$ cat config.mk
export PLATFORM = sky130hd
export DESIGN_NAME = tank_motion_ctrl
export DESIGN_NICKNAME = d
export VERILOG_FILES = /design/src/rtl/tank_pkg.sv /design/src/rtl/tank_dir_lut.sv /design/src/rtl/tank_motion_ctrl.sv
export SDC_FILE = /design/constraint.sdc
export NUM_CORES = 1
export LEC_CHECK = 0
export CAP_MARGIN = 20
export CORE_UTILIZATION = 50
export DETAILED_ROUTE_END_ITERATION = 7
export DONT_BUFFER_PORTS = 1
export GPL_ROUTABILITY_DRIVEN = 0
export GPL_TIMING_DRIVEN = 0
export PLACE_DENSITY = 0.7
export SYNTH_ARGS = -nofsm -noshare
export SYNTH_HDL_FRONTEND = slang
export SYNTH_HIERARCHICAL = 1
export SYNTH_SLANG_ARGS = --single-unit
export TNS_END_PERCENT = 10
$ cat constraint.sdc
create_clock -name clk -period 3.6 [get_ports clk]
set_input_delay 0.36 -clock clk [delete_from_list [all_inputs] [get_ports clk]]
set_output_delay 0.36 -clock clk [all_outputs]
set_load 0.1 [all_outputs]
$ cat src/rtl/tank_pkg.sv
// tank_pkg: shared FSM encoding, heading constants and sine table for tank motion
package tank_pkg;
  typedef enum logic [2:0] {
    S_IDLE,
    S_SAMPLE,
    S_ROTATE,
    S_MOVE,
    S_COMMIT
  } state_t;
  localparam logic [3:0] UP = 4'd0;
  localparam logic [3:0] RIGHT = 4'd4;
  localparam logic [3:0] DOWN = 4'd8;
  localparam logic [3:0] LEFT = 4'd12;
  localparam logic signed [2:0] SIN16 [0:15] = '{
    3'sd0, 3'sd1, 3'sd1, 3'sd2, 3'sd2, 3'sd2, 3'sd1, 3'sd1,
    3'sd0, -3'sd1, -3'sd1, -3'sd2, -3'sd2, -3'sd2, -3'sd1, -3'sd1
  };
endpackage

$ cat src/rtl/tank_dir_lut.sv
// tank_dir_lut: heading to per-frame velocity (screen y grows downward, so dy is negated cosine)
module tank_dir_lut
  import tank_pkg::*;
(
  input  logic        [3:0] heading_i,
  output logic signed [2:0] dx_o,
  output logic signed [2:0] dy_o
);
  logic [3:0] quarter;
  // quarter-turn offset turns the sine table into a cosine lookup
  always_comb begin
    quarter = heading_i + 4'd4;
    dx_o = SIN16[heading_i];
    dy_o = -SIN16[quarter];
  end
endmodule

$ cat src/rtl/tank_motion_ctrl.sv
// tank_motion_ctrl: per-frame heading/position update for the player tank sprite
module tank_motion_ctrl
  import tank_pkg::*;
#(
  parameter int ROT_DIV = 4,
  parameter int Y_MAX = 239,
  parameter int X_INIT = 120,
  parameter int Y_INIT = 120
) (
  input  logic       clk,
  input  logic       reset,
  input  logic       switch_left,
  input  logic       switch_right,
  input  logic       switch_up,
  input  logic       frame_start,
  output logic [3:0] heading,
  output logic [7:0] player_x,
  output logic [7:0] player_y,
  output logic       busy,
  output logic       update_done
);
  state_t state_q, state_d;
  logic [2:0] s1_q, s2_q, key_q;
  logic [3:0] heading_q, pend_h_q, pend_h_d, rot_cnt_q, rot_cnt_d;
  logic [7:0] x_q, y_q, x_d, y_d;
  logic [9:0] y_sum;
  logic signed [2:0] dx, dy;
  logic one_rot, rot_hit;
  tank_dir_lut u_lut (
    .heading_i(pend_h_q),
    .dx_o(dx),
    .dy_o(dy)
  );
  // next state, rotation and movement arithmetic; key bits are {left, right, up}
  always_comb begin
    state_d = state_q == S_IDLE   ? (frame_start ? S_SAMPLE : S_IDLE) :
              state_q == S_SAMPLE ? S_ROTATE :
              state_q == S_ROTATE ? S_MOVE :
              state_q == S_MOVE   ? S_COMMIT : S_IDLE;
    one_rot = key_q[2] ^ key_q[1];
    rot_hit = rot_cnt_q == 4'(ROT_DIV - 1);
    rot_cnt_d = (!one_rot || rot_hit) ? 4'd0 : rot_cnt_q + 4'd1;
    pend_h_d = (one_rot && rot_hit) ? (key_q[1] ? heading_q + 4'd1 : heading_q - 4'd1) : heading_q;
    y_sum = {2'b00, y_q} + {{7{dy[2]}}, dy};
    x_d = key_q[0] ? x_q + {{5{dx[2]}}, dx} : x_q;
    y_d = !key_q[0] ? y_q :
          y_sum[9] ? 8'(y_sum + 10'(Y_MAX + 1)) :
          y_sum > 10'(Y_MAX) ? 8'(y_sum - 10'(Y_MAX + 1)) : y_sum[7:0];
    busy = state_q != S_IDLE;
    update_done = state_q == S_COMMIT;
  end
  // synchronizers, FSM state and per-stage registers; outputs land on entry to COMMIT
  always_ff @(posedge clk) begin
    if (reset) begin
      state_q <= S_IDLE;
      s1_q <= '0;
      s2_q <= '0;
      key_q <= '0;
      rot_cnt_q <= '0;
      pend_h_q <= '0;
      heading_q <= UP;
      x_q <= 8'(X_INIT);
      y_q <= 8'(Y_INIT);
    end else begin
      state_q <= state_d;
      s1_q <= {switch_left, switch_right, switch_up};
      s2_q <= s1_q;
      if (state_q == S_SAMPLE) key_q <= s2_q;
      if (state_q == S_ROTATE) begin
        rot_cnt_q <= rot_cnt_d;
        pend_h_q <= pend_h_d;
      end
      if (state_q == S_MOVE) begin
        heading_q <= pend_h_q;
        x_q <= x_d;
        y_q <= y_d;
      end
    end
  end
  assign heading = heading_q;
  assign player_x = x_q;
  assign player_y = y_q;
endmodule

==> results of run 1 <==
[flip-flops by register name, summed over array words and instances, names as in the netlist]
name       count
state_q        3
rot_cnt_q      4
player_y       8
key_q          3
player_x       8
pend_h_q       4
heading        4
s1_q           3
s2_q           3
[timing repair]
item,4_1_cts,5_1_grt
setup endpoints to repair,4,4
hold buffers,0,0
pin swaps,13,20
resized for setup,26,21
setup buffers,12,12
hold endpoints to repair,0,0
[synthesized netlist by cell type, types with 7 or more instances]
library cell	number	area (um^2)
a21oi_1	20	100
inv_1	17	63.8
o21ai_0	8	40.0
xnor2_1	13	114
a21o_1	7	52.6
nand2_1	20	75.1
nor2b_1	9	56.3
mux2i_1	9	90.1
clkbuf_1	8	30.0
nor2_1	27	101
ha_1	25	313
dfxtp_1	40	801
xor2_1	9	78.8
[cell families after synthesis]
logic type | after synthesis | share of synthesized area
simple gates | 86 | 0.168
compound gates | 72 | 0.208
flops | 40 | 0.317
buf+inv | 29 | 0.0475
fa+ha+maj | 28 | 0.148
xor+xnor | 22 | 0.0762
mux | 9 | 0.0356
[per-stage QoR]
step	hold WS, ps	setup WS (ps)	area [um^2]
final	189	-40.2	3220
after global routing	179	-243	3220
after CTS	187	1.56	3020
after detailed placement	428	-492	2670
after global placement	416	-409	2650
after floorplan	414	6.59	2570
[cells in the final DEF, fill, tap and decap left out, types with 8 or more instances in the layout]
cell	instances
a21oi_1	15
buf_4	20
clkbuf_1	8
dfxtp_1	37
ha_1	16
inv_1	15
mux2i_1	9
nand2_1	19
nor2_1	27
nor2b_1	8
o21ai_0	8
xnor2_1	8
xor2_1	8
[layer usage]
layer | routed length [um] | track usage | share of wire | up-vias
met2 | 3190 | 0.360 | 0.50 | 53
met1 | 2700 | 0.291 | 0.43 | 1072
met3 | 291 | 0.0511 | 0.046 | 17
li1 | - | - | - | 1081
met5 | 0 | 0 | 0 | -
met4 | 134 | 0.0893 | 0.021 | 0
[power by group through the flow]
stage,clock network (uW),logic (uW),registers (uW)
detailed placement,0,423,479
finish,395,707,469
CTS,403,542,468
floorplan,0,353,476
global route,426,761,471
global placement,0,412,479
[final timing paths]
| kind | slack [ps] | to | from | depth (start not counted) |
|---|---|---|---|---|
| hold / removal | 190 | s1_q[0] | switch_up | 1 |
| setup / recovery | -40 | player_y[7] | pend_h_q[2] | 18 |
| hold reg to reg | 450 | s2_q[0] | s1_q[0] | 1 |
| setup reg to reg | -40 | player_y[7] | pend_h_q[2] | 18 |
[cell type report]
type                       count  area share
buffer                        12      0.0187
clock buffer                   6      0.0257
clock inverter                 2      0.0120
inverter                      17      0.0198
multi-input combinational    217       0.579
sequential                    40       0.251
tap                           67      0.0260
timing repair buffer          25      0.0680
==> results list, run 1 <==
- Result of the run: finished with violations
- Violations in the final reports: setup timing
* Critical path's top delay family: compound AO/OA/AOI/OAI gates
* Setup-failing EPs final: 2
- Final hold violation count: 0
- Counting distinct cell types in the post-synthesis netlist gives 53.
- CP startpoint kind: flip-flop
- Synthesis produced a netlist with a net count of 320.
- For this design the ratio of total power to cell area is 488 mW/mm^2.
- Summed over all cells, the static leakage comes to 0.00129 uW.
* Via count of the first global-routing pass: 2002
* TritonCTS clock tree: built
- Min setup slack post-route: -40.2 ps
* Count of buffers from port buffering: 0
- The first global-routing pass estimated 9.18 mm of wire.
* Non-filler instance count after layout: 386
- Commonest register cell after synthesis: dfxtp_1
- For this design, the slowest cell found on the critical path is dfxtp_2.
- After the last flow step, the layout net total stands at 352.
* Buffers plus inverters on the worst setup path: 4
* Total Die Area: 0.00534 mm^2
* Net load switching power: 549 uW
- Antenna violations before repair: 0
- Counting flops with a built-in enable in the synthesized netlist gives 0.
* Register bit count reported by yosys: 40
* Portion of total power attributed to combinational logic: 0.450
- In the finished design, the share of the clock period the worst path needs comes to 1.01.
- Multi-input logic area: 0.00186 mm^2
- In this run, CTS created clock tree buffers numbering 5.
- Fraction of power spent switching nets: 0.349
* Setup Skew: 3.53 ps
- Total count of max-transition violations in the final report: 0
- Including well taps, the total number of placed cells is 354.
- Area delta synth->final: 27.4%
- Type of the tightest min-delay check: in2reg
- Total length of routed wires: 6.31 mm
- Setup repair after global routing missed its margin: true
* Avg WL per Cell: 16.4 um
- For this run, the share of the core covered by cells in the final layout is 0.673.
- Syn Inst Count: 286
* ANT nets after route: 0
- A synthesized cell averages 8.84 um^2.
- Dividing the detail-routed via count by the number of cells gives 5.76.
* Floorplan die width: 73.1 um
- IR analysis of the VDD net gives a maximum drop of 384 uV.
- The core region is 0.00479 mm^2.
- Ant. Diodes: 0
- Across the whole layout, storage elements account for 807 um^2.
* Total number of vias: 2223
- Netlist area before placement: 0.00253 mm^2
- Top achievable clock speed: 275 MHz
* Share of synthesized area occupied by flip-flops and latches: 0.317
- Across every metal layer, demand over resource in global routing totals 0.224.
- Data arrival time at the worst-slack endpoint: 3860 ps
- Counting flops with an async set or reset pin after synthesis yields a share of 0.
- Number of levels in the clock H-tree: 2
- Congestion Overflow GR: 0
- Clk Latency, worst-skew pair: 300 ps
- Adding up every negative setup slack in the final design gives -43.0 ps.
- Initial standard-cell utilization of the core: 0.528
- Total number of placement rows: 25
- Counting along the longest clock path gives a buffer depth of 2.
- Measured against its own limit, the worst slew margin works out to 0.253.
* Clock network fraction of design power: 0.252
- The tree is rooted in a clkbuf_8.
- Maximum number of pins on one net before global-route repair: 14
* Internal portion of total power: 1020 uW
- Post-DP HPWL: 3.80 mm
- Yosys printed 6 warnings.
- On the worst path, the slowest cell contributes a delay of 370 ps.
* Min Tclk post-route: 3640 ps
- Crit path required time: 3820 ps
- Slew at the pin closest to its max-slew limit: 1120 ps
- Total iterations of the first detailed-routing run: 4
* Clock transition at the register clock pins on the worst setup and hold paths after CTS: 80 ps
* Iteration-0 DRC count of the detailed router: 90
- In this run the worst path has a maximum fanout of 9.
- Class of the most critical setup path: reg2reg
* Number of top-level pins: 28
- Vertical extent of the die: 73.1 um
* Share of final-layout standard cells stronger than drive strength 1: 0.270
- STA classifies the critical path endpoint as a flip-flop.
- Total of fill cells in the finished design: 373
* # Max-Cap Violations: 0
* DRC violations left: 0
* Cell breakdown of the critical path: buf_8 > nor2b_4 > buf_4 > a21oi_4 > ha_4 > xor2_4 > buf_12 > ha_4 > a21o_1 > a21oi_2 > xnor2_2 > inv_2 > ha_2 > nand3_1 > o311a_4 > a22oi_4 > o2111ai_2 > a31oi_1
* Most Frequent Cell on Critical Path: ha_4
* Sequential fraction of design power: 0.299
* Clk sink count: 40
- Power Total: 1570 uW
No activity file was read; power rests on OpenSTA's default activity.
==> run 2, diff against run 1 <==
--- a/config.mk
+++ b/config.mk
@@ -7,11 +7,12 @@
 export LEC_CHECK = 0
 export CAP_MARGIN = 20
 export CORE_UTILIZATION = 50
+export CTS_CLUSTER_SIZE = 28
 export DETAILED_ROUTE_END_ITERATION = 7
 export DONT_BUFFER_PORTS = 1
 export GPL_ROUTABILITY_DRIVEN = 0
 export GPL_TIMING_DRIVEN = 0
-export PLACE_DENSITY = 0.7
+export PLACE_DENSITY = 0.67
 export SYNTH_ARGS = -nofsm -noshare
 export SYNTH_HDL_FRONTEND = slang
 export SYNTH_HIERARCHICAL = 1
==> constraint.sdc (replaced) <==
create_clock -name clk -period 3.54 [get_ports clk]
set_input_delay 0.354 -clock clk [delete_from_list [all_inputs] [get_ports clk]]
set_output_delay 0.354 -clock clk [all_outputs]
set_load 0.1 [all_outputs]
==> results list, run 2 (synthesis gave the netlist of run 1 again) <==
- In this design, the stage delay of the slowest critical-path cell is 430 ps.
- Maximum number of pins on one net before global-route repair: 13
* IR Drop Worst-Case VDD: 306 uV
* Met2 Usage GRT: 0.369
- Max Root-Sink Buffers: 2
- Max-slew headroom at the worst pin: 0.227
* Data arrival time at the worst-slack endpoint: 3780 ps
- For this design the top-level I/O count stands at 28.
- The via count of the first global-routing pass was 1964.
- CTS placed an instance of clkbuf_8 at the clock tree root.
- Iteration-0 DRC count of the detailed router: 85
* Slowest CP cell: or4_1
- Crit path required time: 3750 ps
- # Max-Cap Violations: 0
- Met3 track utilization from global routing: 0.0497
* Clock network fraction of design power: 0.212
- Slew at the pin closest to its max-slew limit: 1160 ps
* Post-DP HPWL: 3.77 mm
- In this run the power density over the cells is 456 mW/mm^2.
- Static leakage: 0.00123 uW
* Total number of placement rows: 25
- The initial utilization of the core area, before any placement, comes to 0.528.
- The die covers 0.00534 mm^2.
* Total number of vias: 2069
* Area delta synth->final: 22.6%
- ANT nets after route: 0
- Cell breakdown of the critical path: buf_6 > nor2b_4 > a21oi_2 > o22ai_2 > ha_4 > xor2_4 > buf_6 > ha_4 > a21o_1 > buf_4 > a221oi_4 > xnor2_2 > o311a_4 > a22oi_4 > or4_1 > a31oi_1
* Global-route track usage on met1: 0.286
- The path class of the tightest hold or removal check is in2reg.
* Result of the run: finished with violations
* Total Nets Final: 347
- Using the TritonRoute via totals, the vias-per-cell ratio works out to 5.44.
* Commonest non-fill, non-tap cell in the layout: dfxtp_1
- Of the available clock period, the critical path in the final layout requires 1.01.
- Total area of sequential cells: 807 um^2
- Share of final-layout standard cells stronger than drive strength 1: 0.246
- Setup slack on the critical path of the routed design comes to -28.7 ps.
- Number of levels in the clock H-tree: 2
* Antenna violations before repair: 0
- The core region is 0.00479 mm^2.
* Fin util: 0.648
- Total length of routed wires: 5.60 mm
* Final Hold Slack: 194 ps
- Net load switching power: 514 uW
* Final hold violation count: 0
- In this run the vertical extent of the chip is 73.1 um.
- Critical path's top delay family: compound AO/OA/AOI/OAI gates
- Total of fill cells in the finished design: 388
- Sequential fraction of design power: 0.337
- The number of buffers and inverters on the critical path is 3.
* Cts bufs inserted: 5
- Count of buffers from port buffering: 0
* Top achievable clock speed: 280 MHz
* Setup Skew: 9.97 ps
- After routing the design area is 0.00310 mm^2.
* Floorplan die width: 73.1 um
- TritonCTS built the clock tree.
- Clock-pin slew was measured on the worst setup and hold paths at 80 ps.
- Of the total power, combinational logic draws 0.452.
* Fraction of power spent switching nets: 0.364
* Clk sink count: 40
- Aggregate global-route resource usage: 0.224
- The design draws 1410 uW.
* Clk Latency, worst-skew pair: 300 ps
* Layer with the highest usage after global routing: met2
- In the routed design, unresolved DRC markers number 0.
- Congestion Overflow GR: 0
- The worst setup path is captured at a flip-flop.
* Class of the most critical setup path: reg2reg
- Total count of max-transition violations in the final report: 0
* Setup slack at placement: -430 ps
* Area after DPL: 0.00269 mm^2
* Internal portion of total power: 899 uW
- Ant. Diodes: 0
- Along the worst path, the maximum fanout reaches 9.
- In the layout the commonest cells are 37 x dfxtp_1, 27 x nor2_1, 19 x nand2_1.
- CP startpoint kind: flip-flop
* Min Tclk post-route: 3570 ps
- Avg WL per Cell: 14.7 um
- Multi-input logic area: 0.00182 mm^2
- Violations in the final reports: setup timing
* Setup-failing EPs final: 2
* Setup repair after global routing missed its margin: true
* Global-route wire length before repair: 9.16 mm
- Total iterations of the first detailed-routing run: 4
-- run 2: cell count changes in the layout (fill, tap and decap cells not counted), sizes merged --
cell	before	now
buf	29	24
bufinv	1	0
clkinvlp	0	1
clkbuf	14	13
-- run 2: power by group through the flow --
stage	clock network, uW	registers, uW	logic, uW
2_1_floorplan	0	484	366
3_3_place_gp	0	487	429
3_5_place_dp	0	487	437
4_1_cts	307	476	503
5_1_grt	327	478	690
6_report	299	476	639
-- run 2: worst paths after layout --
path | from | end | slack (ps) | cells after the start
worst max-delay path | pend_h_q[2] | player_y[7] | -30 | 16
worst min-delay path | switch_up | s1_q[0] | 190 | 1
worst max register to register | pend_h_q[2] | player_y[7] | -30 | 16
worst min register to register | s1_q[1] | s2_q[1] | 440 | 1
-- run 2: layer usage --
metal / vias to the layer above / share of wire
met5: - / 0
met4: 0 / 0.014
met3: 8 / 0.038
met2: 38 / 0.47
met1: 955 / 0.48
li1: 1068 / -
-- run 2: repair_timing --
item                                    4_1_cts  5_1_grt
hold buffers                                  0        0
gates cloned                                  0        0
setup buffers                                11        7
pin swaps                                     9       13
endpoints found under the setup margin        4        4
gates resized for setup                      14       25
endpoints found under the hold margin         0        0
-- run 2: area by class of cell --
class,count,area share
timing repair buffer,20,0.0610
clock buffer,5,0.0222
clock inverter,2,0.00404
inverter,17,0.0206
buffer,12,0.0182
tap,67,0.0270
multi-input combinational,217,0.587
sequential,40,0.260
-- run 2: metrics by stage --
step           TNS (ps)  std cells
2_1_floorplan         0        286
3_3_place_gp      -1220        353
3_5_place_dp      -1420        354
4_1_cts           -1.46        372
5_1_grt            -561        380
6_report          -34.7        380
